===== config.mk =====
export PLATFORM = sky130hd
export DESIGN_NAME = adc_emulator
export DESIGN_NICKNAME = d
export VERILOG_FILES = /design/src/rtl/adc_emulator.sv
export SDC_FILE = /design/constraint.sdc
export NUM_CORES = 1
export LEC_CHECK = 0
export CAP_MARGIN = 20
export CORE_UTILIZATION = 50
export CTS_BUF_LIST = sky130_fd_sc_hd__clkbuf_16
export CTS_CLUSTER_SIZE = 28
export DETAILED_ROUTE_END_ITERATION = 12
export GPL_ROUTABILITY_DRIVEN = 0
export GPL_TIMING_DRIVEN = 0
export PLACE_DENSITY = 0.67
export SLEW_MARGIN = 25
export SYNTH_ARGS = -nofsm -noshare
export SYNTH_HDL_FRONTEND = slang
export SYNTH_SLANG_ARGS = --single-unit

===== constraint.sdc =====
create_clock -name clk_in -period 7.2 [get_ports clk_in]
set_input_delay 1.44 -clock clk_in [delete_from_list [all_inputs] [get_ports clk_in]]
set_output_delay 1.44 -clock clk_in [all_outputs]
set_load 0.02 [all_outputs]

===== src/rtl/adc_emulator.sv =====
// Device-side emulation of a 6-channel, 18-bit dual-line serial ADC used for controller loopback tests.
// Optional macro ADC_EMU_RAMP_EN adds a per-conversion ramp value to every latched frame.
module adc_emulator #(
    parameter int W_DATA = 18,
    parameter int N_CHAN = 6,
    parameter int T_CONV = 8,
    parameter int W_CNT  = 12
) (
    input  logic              clk_in,
    input  logic              reset_in,
    input  logic              adc_reset_in,
    input  logic              convst_in,
    input  logic [2:0]        os_in,
    input  logic              n_cs_in,
    input  logic              sclk_in,
    input  logic              chan_wr_in,
    input  logic [2:0]        chan_addr_in,
    input  logic [W_DATA-1:0] chan_data_in,
    output logic              busy_out,
    output logic              data_a_out,
    output logic              data_b_out,
    output logic              conv_done_out
);
    localparam int N_HALF  = N_CHAN / 2;
    localparam int W_SHIFT = N_HALF * W_DATA;
    localparam int W_SCNT  = $clog2(W_SHIFT + 1);

    typedef enum logic {ST_IDLE, ST_CONV} state_t;

    state_t             state_q;
    logic [W_CNT-1:0]   cnt_q;
    logic               busy_q;
    logic               conv_done_q;
    logic               convst_prev_q;
    logic               ncs_prev_q;
    logic               sclk_prev_q;
    logic [W_SHIFT-1:0] shift_a_q;
    logic [W_SHIFT-1:0] shift_b_q;
    logic [W_SCNT-1:0]  scnt_q;

    logic               convst_rise;
    logic               ncs_fall;
    logic               sclk_fall;
    logic               latch_now;
    logic [2:0]         os_eff;
    logic [W_CNT-1:0]   conv_len;
    logic [W_DATA-1:0]  ramp_val;
    logic [W_DATA-1:0]  frame_src [N_CHAN];
    logic [W_SHIFT-1:0] load_a;
    logic [W_SHIFT-1:0] load_b;

    assign convst_rise = convst_in & ~convst_prev_q;
    assign ncs_fall    = ~n_cs_in & ncs_prev_q;
    assign sclk_fall   = ~sclk_in & sclk_prev_q;
    assign os_eff      = (os_in == 3'd7) ? 3'd0 : os_in;
    assign conv_len    = W_CNT'(T_CONV) << os_eff;
    assign latch_now   = (state_q == ST_CONV) && (cnt_q == W_CNT'(1)) && !adc_reset_in;

    always_ff @(posedge clk_in) begin
        if (reset_in) begin
            convst_prev_q <= 1'b0;
            ncs_prev_q    <= 1'b1;
            sclk_prev_q   <= 1'b1;
        end else begin
            convst_prev_q <= convst_in;
            ncs_prev_q    <= n_cs_in;
            sclk_prev_q   <= sclk_in;
        end
    end

`ifdef ADC_EMU_RAMP_EN
    logic [W_DATA-1:0] ramp_q;

    always_ff @(posedge clk_in) begin
        if (reset_in || adc_reset_in) begin
            ramp_q <= '0;
        end else if (latch_now) begin
            ramp_q <= ramp_q + W_DATA'(1);
        end
    end

    assign ramp_val = ramp_q;
`else
    assign ramp_val = '0;
`endif

    // Host writes land in chan_q at once but reach the serial lines only via the frame latch.
    genvar gi;
    for (gi = 0; gi < N_CHAN; gi++) begin : g_chan
        logic [W_DATA-1:0] chan_q;
        logic [W_DATA-1:0] frame_q;
        logic [W_DATA-1:0] frame_d;

        assign frame_d = chan_q + ramp_val;

        always_ff @(posedge clk_in) begin
            if (reset_in) begin
                chan_q  <= '0;
                frame_q <= '0;
            end else begin
                if (chan_wr_in && (chan_addr_in == 3'(gi))) begin
                    chan_q <= chan_data_in;
                end
                if (latch_now) begin
                    frame_q <= frame_d;
                end
            end
        end

        // A chip-select fall coinciding with the latch must see the new frame.
        assign frame_src[gi] = latch_now ? frame_d : frame_q;
    end

    always_comb begin
        load_a = '0;
        load_b = '0;
        for (int i = 0; i < N_HALF; i++) begin
            load_a[(N_HALF-1-i)*W_DATA +: W_DATA] = frame_src[i];
            load_b[(N_HALF-1-i)*W_DATA +: W_DATA] = frame_src[i+N_HALF];
        end
    end

    always_ff @(posedge clk_in) begin
        if (reset_in) begin
            state_q     <= ST_IDLE;
            cnt_q       <= '0;
            busy_q      <= 1'b0;
            conv_done_q <= 1'b0;
        end else begin
            conv_done_q <= 1'b0;
            if (adc_reset_in) begin
                state_q <= ST_IDLE;
                cnt_q   <= '0;
                busy_q  <= 1'b0;
            end else begin
                case (state_q)
                    ST_IDLE: begin
                        if (convst_rise) begin
                            state_q <= ST_CONV;
                            cnt_q   <= conv_len;
                            busy_q  <= 1'b1;
                        end
                    end
                    ST_CONV: begin
                        if (cnt_q == W_CNT'(1)) begin
                            state_q     <= ST_IDLE;
                            cnt_q       <= '0;
                            busy_q      <= 1'b0;
                            conv_done_q <= 1'b1;
                        end else begin
                            cnt_q <= cnt_q - W_CNT'(1);
                        end
                    end
                    default: begin
                        state_q <= ST_IDLE;
                        busy_q  <= 1'b0;
                    end
                endcase
            end
        end
    end

    // Zero fill means the lines naturally idle low once the whole frame has been shifted out.
    always_ff @(posedge clk_in) begin
        if (reset_in || adc_reset_in || n_cs_in) begin
            shift_a_q <= '0;
            shift_b_q <= '0;
            scnt_q    <= '0;
        end else if (ncs_fall) begin
            shift_a_q <= load_a;
            shift_b_q <= load_b;
            scnt_q    <= '0;
        end else if (sclk_fall && (scnt_q < W_SCNT'(W_SHIFT))) begin
            shift_a_q <= {shift_a_q[W_SHIFT-2:0], 1'b0};
            shift_b_q <= {shift_b_q[W_SHIFT-2:0], 1'b0};
            scnt_q    <= scnt_q + W_SCNT'(1);
        end
    end

    assign busy_out      = busy_q;
    assign conv_done_out = conv_done_q;
    assign data_a_out    = shift_a_q[W_SHIFT-1];
    assign data_b_out    = shift_b_q[W_SHIFT-1];

endmodule


# ---- Word level (Yosys, flattened, before mapping)
# Cells that the tools add are included.
dict set report totals {
  register_bits 348
  output_inout_bits 4
  inputBits 31
}
dict set report op_classes {
  n_bitwise 7
  reduce_logical 18
  addsub 2
  n_lt_le_gt_ge 1
  n_eq_ne 9
  mux 21
  n_shift 1
}
# op count
set ops {}
lappend ops {{two-way mux 54 bit} 4}
lappend ops {{two-way mux 18 bit} 6}
lappend ops {{two-way mux 12 bit} 2}
lappend ops {{one-hot mux 12 bit (2 select lines)} 1}
lappend ops {{equality test 12 x 1 -> 1 bit, second input constant} 1}
lappend ops {{left shift 4 x 3 -> 12 bit, first input constant} 1}
lappend ops {{subtractor 12 x 1 -> 12 bit, second input constant} 1}
lappend ops {{equality test 3 bit, second input constant} 3}
lappend ops {{logical AND 1 bit} 9}
lappend ops {{adder 6 x 1 -> 6 bit, second input constant} 1}
lappend ops {{equality test 3 x 2 -> 1 bit, second input constant} 2}
lappend ops {{< comparator 6 bit, second input constant} 1}
lappend ops {{two-way mux 1 bit} 5}
lappend ops {{NOT 1 bit} 4}
lappend ops {{one-hot mux 1 bit (2 select lines)} 2}
lappend ops {{OR reduction 2 bit} 2}
lappend ops {{AND 1 bit} 3}
lappend ops {{equality test 3 x 1 -> 1 bit, second input constant} 1}
lappend ops {{logical NOT 3 bit} 1}
lappend ops {{two-way mux 3 bit} 1}
lappend ops {{OR reduction 3 bit} 1}
lappend ops {{logical OR 1 bit} 2}
lappend ops {{inequality test 2 x 1 -> 1 bit, second input constant} 1}
lappend ops {{inequality test 2 bit, second input constant} 1}
lappend ops {{3 further kinds} 3}

# ---- Longest topological paths before layout
dict set report logic_depth {
  word_depth 5
  depth_mapped 10
}

# ---- Least setup slack after synthesis
# Ideal clock, no wire load.
dict set report synth_path {
  kind {input to register}
  startpoint {input sclk_in}
  endpoint {register shift_a_q[10]}
  arrival_time_ps 2819
  setup_slack_ps 4245
  required_time_ps 7063
  path_stages 7
  setup_time_ps 137
  cell_sequence {nor2b_1 o21ai_0 clkbuf_1 buf_2 buf_1 mux2i_1 o22ai_1}
}
dict set report synth_between {
  elab_chain_len 4
}
# item line_no
set synth_lines {}
lappend synth_lines {{start, declared} 15} ;# input logic sclk_in,
lappend synth_lines {{NOT 1 bit} 54} ;# assign sclk_fall = ~sclk_in & sclk_prev_q;
lappend synth_lines {{AND 1 bit} 54}
lappend synth_lines {{logical AND 1 bit} 173} ;# end else if (sclk_fall && (scnt_q < W_SCNT'(W_SHIFT))) begin
lappend synth_lines {{nonzero test 2 bit (no source line)} n/a}
lappend synth_lines {{end signal, assigned} 170} ;# shift_a_q <= load_a;
lappend synth_lines {{end signal, assigned} 174} ;# shift_a_q <= {shift_a_q[W_SHIFT-2:0], 1'b0};
lappend synth_lines {{end, declared} 37} ;# logic [W_SHIFT-1:0] shift_a_q;
# No other way between the ends.
# A chain may end at the register's enable or synchronous reset.

# ---- Worst setup path after layout
dict set report layout_path {
  startpoint {input sclk_in}
  endpoint {register shift_a_q[4]}
}
# The elaborated chain is that of the path after synthesis.

==> metrics.yaml <==
fmax_mhz: 272.0
layout.cells.most_common: "dfxtp_1"
setup_viol: 0
layout_common_cells: "348 x dfxtp_1, 229 x nand2_1, 214 x mux2i_1"
hp-class: "flop to flop"
clkTransAtPathRegs_ns: 0.06
ios: 35
async_flop_share_pct: 0
slew_headroom_pct: 46.52
ys_warn_count: 0
endpoint_kind: "flop"
irDropWorstVdd_v: 0.0001934
fillers: 2313
clockPowerShare_pct: 46.4
postCtsSetupBuffers: 0
die_w_um: 161.9
vias_per_cell: 5.503
clockBufferDepth: 3
nNetsFinal: 1452
timing.final.crit_share_pct: 51.07
grt_pass1_vias: 9291
start_util_pct: 50.94
slowest_stage: "buf_1"
cts-root-buf: "clkbuf_16"
wl_per_cell_um: 17.78
drv_cap: 0
antenna_found_initial: 0
drive_above_1_share_pct: 5.394
final_cells: 1776
ys_seq_elements: 348
worst_path_largest_cell_delay_ns: 0.61
grt_max_degree: 15
synth_edf_count: 0
cts_buffers: 37
yosysTopAreaCellShare_pct: 54.47
fin_skew_ns: 0.01316
vias: 9774
hold_buffers: 0
rsz0062_at_grt: "false"
grt_usage_pct: 24.28
row_count: 58
drc_errors: 0
syn_to_final_growth_pct: 15.00
dieArea_um2: 26220
cts_tree: "done"
synth_area_leader_cell: "dfxtp_1"
min_path_cells: 2
leakagePower_nw: 6.145
synth.yosys.seq_area_share_pct: 54.47
status: "completed"
combPwrFrac_pct: 4.7
avgSynthCellArea_um2: 9.488
grt_pass1_wl_um: 50000
first_pass_iters: 5
synth.net_count: 1382
h-tree-depth: 2
whs_ns: 0.4532
worst_pin_slew_ns: 0.8022
hold_violations: 0
post-place-cells: 1709
switching_share_pct: 22.59
io_buffers: 31
grt.overflow.total: 0
power_density_nw_per_um2: 271.3
cp_cell_sequence: "clkdlybuf4s50_1, nor2b_1, o21ai_0, clkbuf_1, buf_2, buf_1, mux2i_1, o22ai_1"
finalSetupTns_ns: 0
cp.arrival_ns: 4.04
synth_area_leaders: "dfxtp_1 54%, mux2i_1 17%, nand2_1 6.7%"
p_seq_share_pct: 48.9
worstSkewPairLatency_ns: 0.52
intPower_mw: 3.089
dp_hpwl_um: 20510
r2r_cells: 9
critPathLaunchType: "input pin"
layout_min_cycle_time_ns: 3.677
synth_cell_types: 38
synth_cells: 1348
slew_violations: 0
die_h_um: 161.9
cts-resized-gates: 0
critical_path_class: "input pin to flop"
place_area_um2: 13510
routed_wl_um: 31580
p_switching_mw: 0.9016
cts_sinks: 348
path_max_fanout: 10
syn_area_um2: 12790
cp_data_required_time_ns: 7.56
synth_ff_type: "dfxtp_1"
final_cell_area_um2: 14710
diodes: 0
core_area_um2: 25110
ant_nets: 0
final_core_util_pct: 58.58
initialDrtViolationCount: 613
==> critical path, delay by kind of cell <==
family          cells  cell delay (ns)
buf+inv             4             2.10
compound gates      2             0.15
mux                 1             0.27
simple gates        1             0.06
==> path summary, 6_finish.rpt <==
path	from	to	slack, ns
max	sclk_in	shift_a_q[4]$_SDFFE_PP0P_	3.52
min	g_chan[0].chan_q[14]$_SDFFE_PP0P_	g_chan[0].chan_q[14]$_SDFFE_PP0P_	0.45
max reg2reg	cnt_q[0]$_SDFFE_PP0P_	shift_a_q[50]$_SDFFE_PP0P_	4.36
min reg2reg	g_chan[0].chan_q[14]$_SDFFE_PP0P_	g_chan[0].chan_q[14]$_SDFFE_PP0P_	0.45
==> layer usage <==
layer	vias up	share of wire [%]	global-route usage (%)	wire [µm]
li1	4815	-	-	-
met1	4681	46	33.26	14660
met2	226	46	39.95	14620
met3	52	4.9	3.141	1559
met4	0	2.3	7.161	737
met5	-	0	0	0
==> Yosys cell counts (all sizes together) (4+ instances only) <==
| cell type | number |
|---|---|
| a31oi | 4 |
| nand2 | 229 |
| nor4 | 8 |
| mux2i | 214 |
| nor3 | 9 |
| nand3 | 6 |
| buf | 23 |
| dfxtp | 348 |
| clkbuf | 75 |
| o21ai | 11 |
| nand2b | 7 |
| o22ai | 107 |
| a21oi | 123 |
| nor2b | 8 |
| nor2 | 134 |
| or2 | 8 |
==> through the flow <==
step	total power, mW	setup WS, ns
detailed placement	2.179	3.022
CTS	4.011	3.523
global placement	2.177	3.039
floorplan	2.098	4.245
finish	3.991	3.523
global route	4.120	3.397
==> cell families (layout without fill, tap and decap cells) <==
family | count (synthesis) | after routing | synth area share, %
muxes | 214 | 214 | 16.75
adders and majority gates | 3 | 3 | 0.2935
and+or+nand+nor | 423 | 423 | 13.59
DFF | 348 | 348 | 54.47
buffers and inverters | 101 | 199 | 3.238
AOI/OAI and AO/OA | 254 | 254 | 11.32
xor gates and xnor gates | 5 | 5 | 0.3425
==> power groups by stage <==
stage / clock network, mW / logic (mW) / registers, mW
floorplan: 0 / 0.107 / 1.99
global placement: 0 / 0.184 / 1.99
detailed placement: 0 / 0.186 / 1.99
CTS: 1.87 / 0.187 / 1.95
global route: 1.97 / 0.201 / 1.95
finish: 1.85 / 0.188 / 1.95
==> flip-flops by register name, summed over array words and instances (netlist names), 6 cells and up <==
name	cells
cnt_q	12
shift_a_q	54
g_chan.frame_q	108
shift_b_q	54
scnt_q	6
g_chan.chan_q	108
==> final cells by class <==
| class | instances | area [µm²] | area share (%) |
|---|---|---|---|
| buffer | 98 | 402.9 | 2.739 |
| multi-input combinational | 899 | 5419 | 36.84 |
| inverter | 3 | 11.26 | 0.07656 |
| sequential | 348 | 6967 | 47.37 |
| timing repair buffer | 31 | 310.3 | 2.110 |
| clock buffer | 39 | 975.9 | 6.635 |
| clock inverter | 28 | 209.0 | 1.421 |
| tap | 330 | 412.9 | 2.807 |
Power figures use the tool's default switching activity.
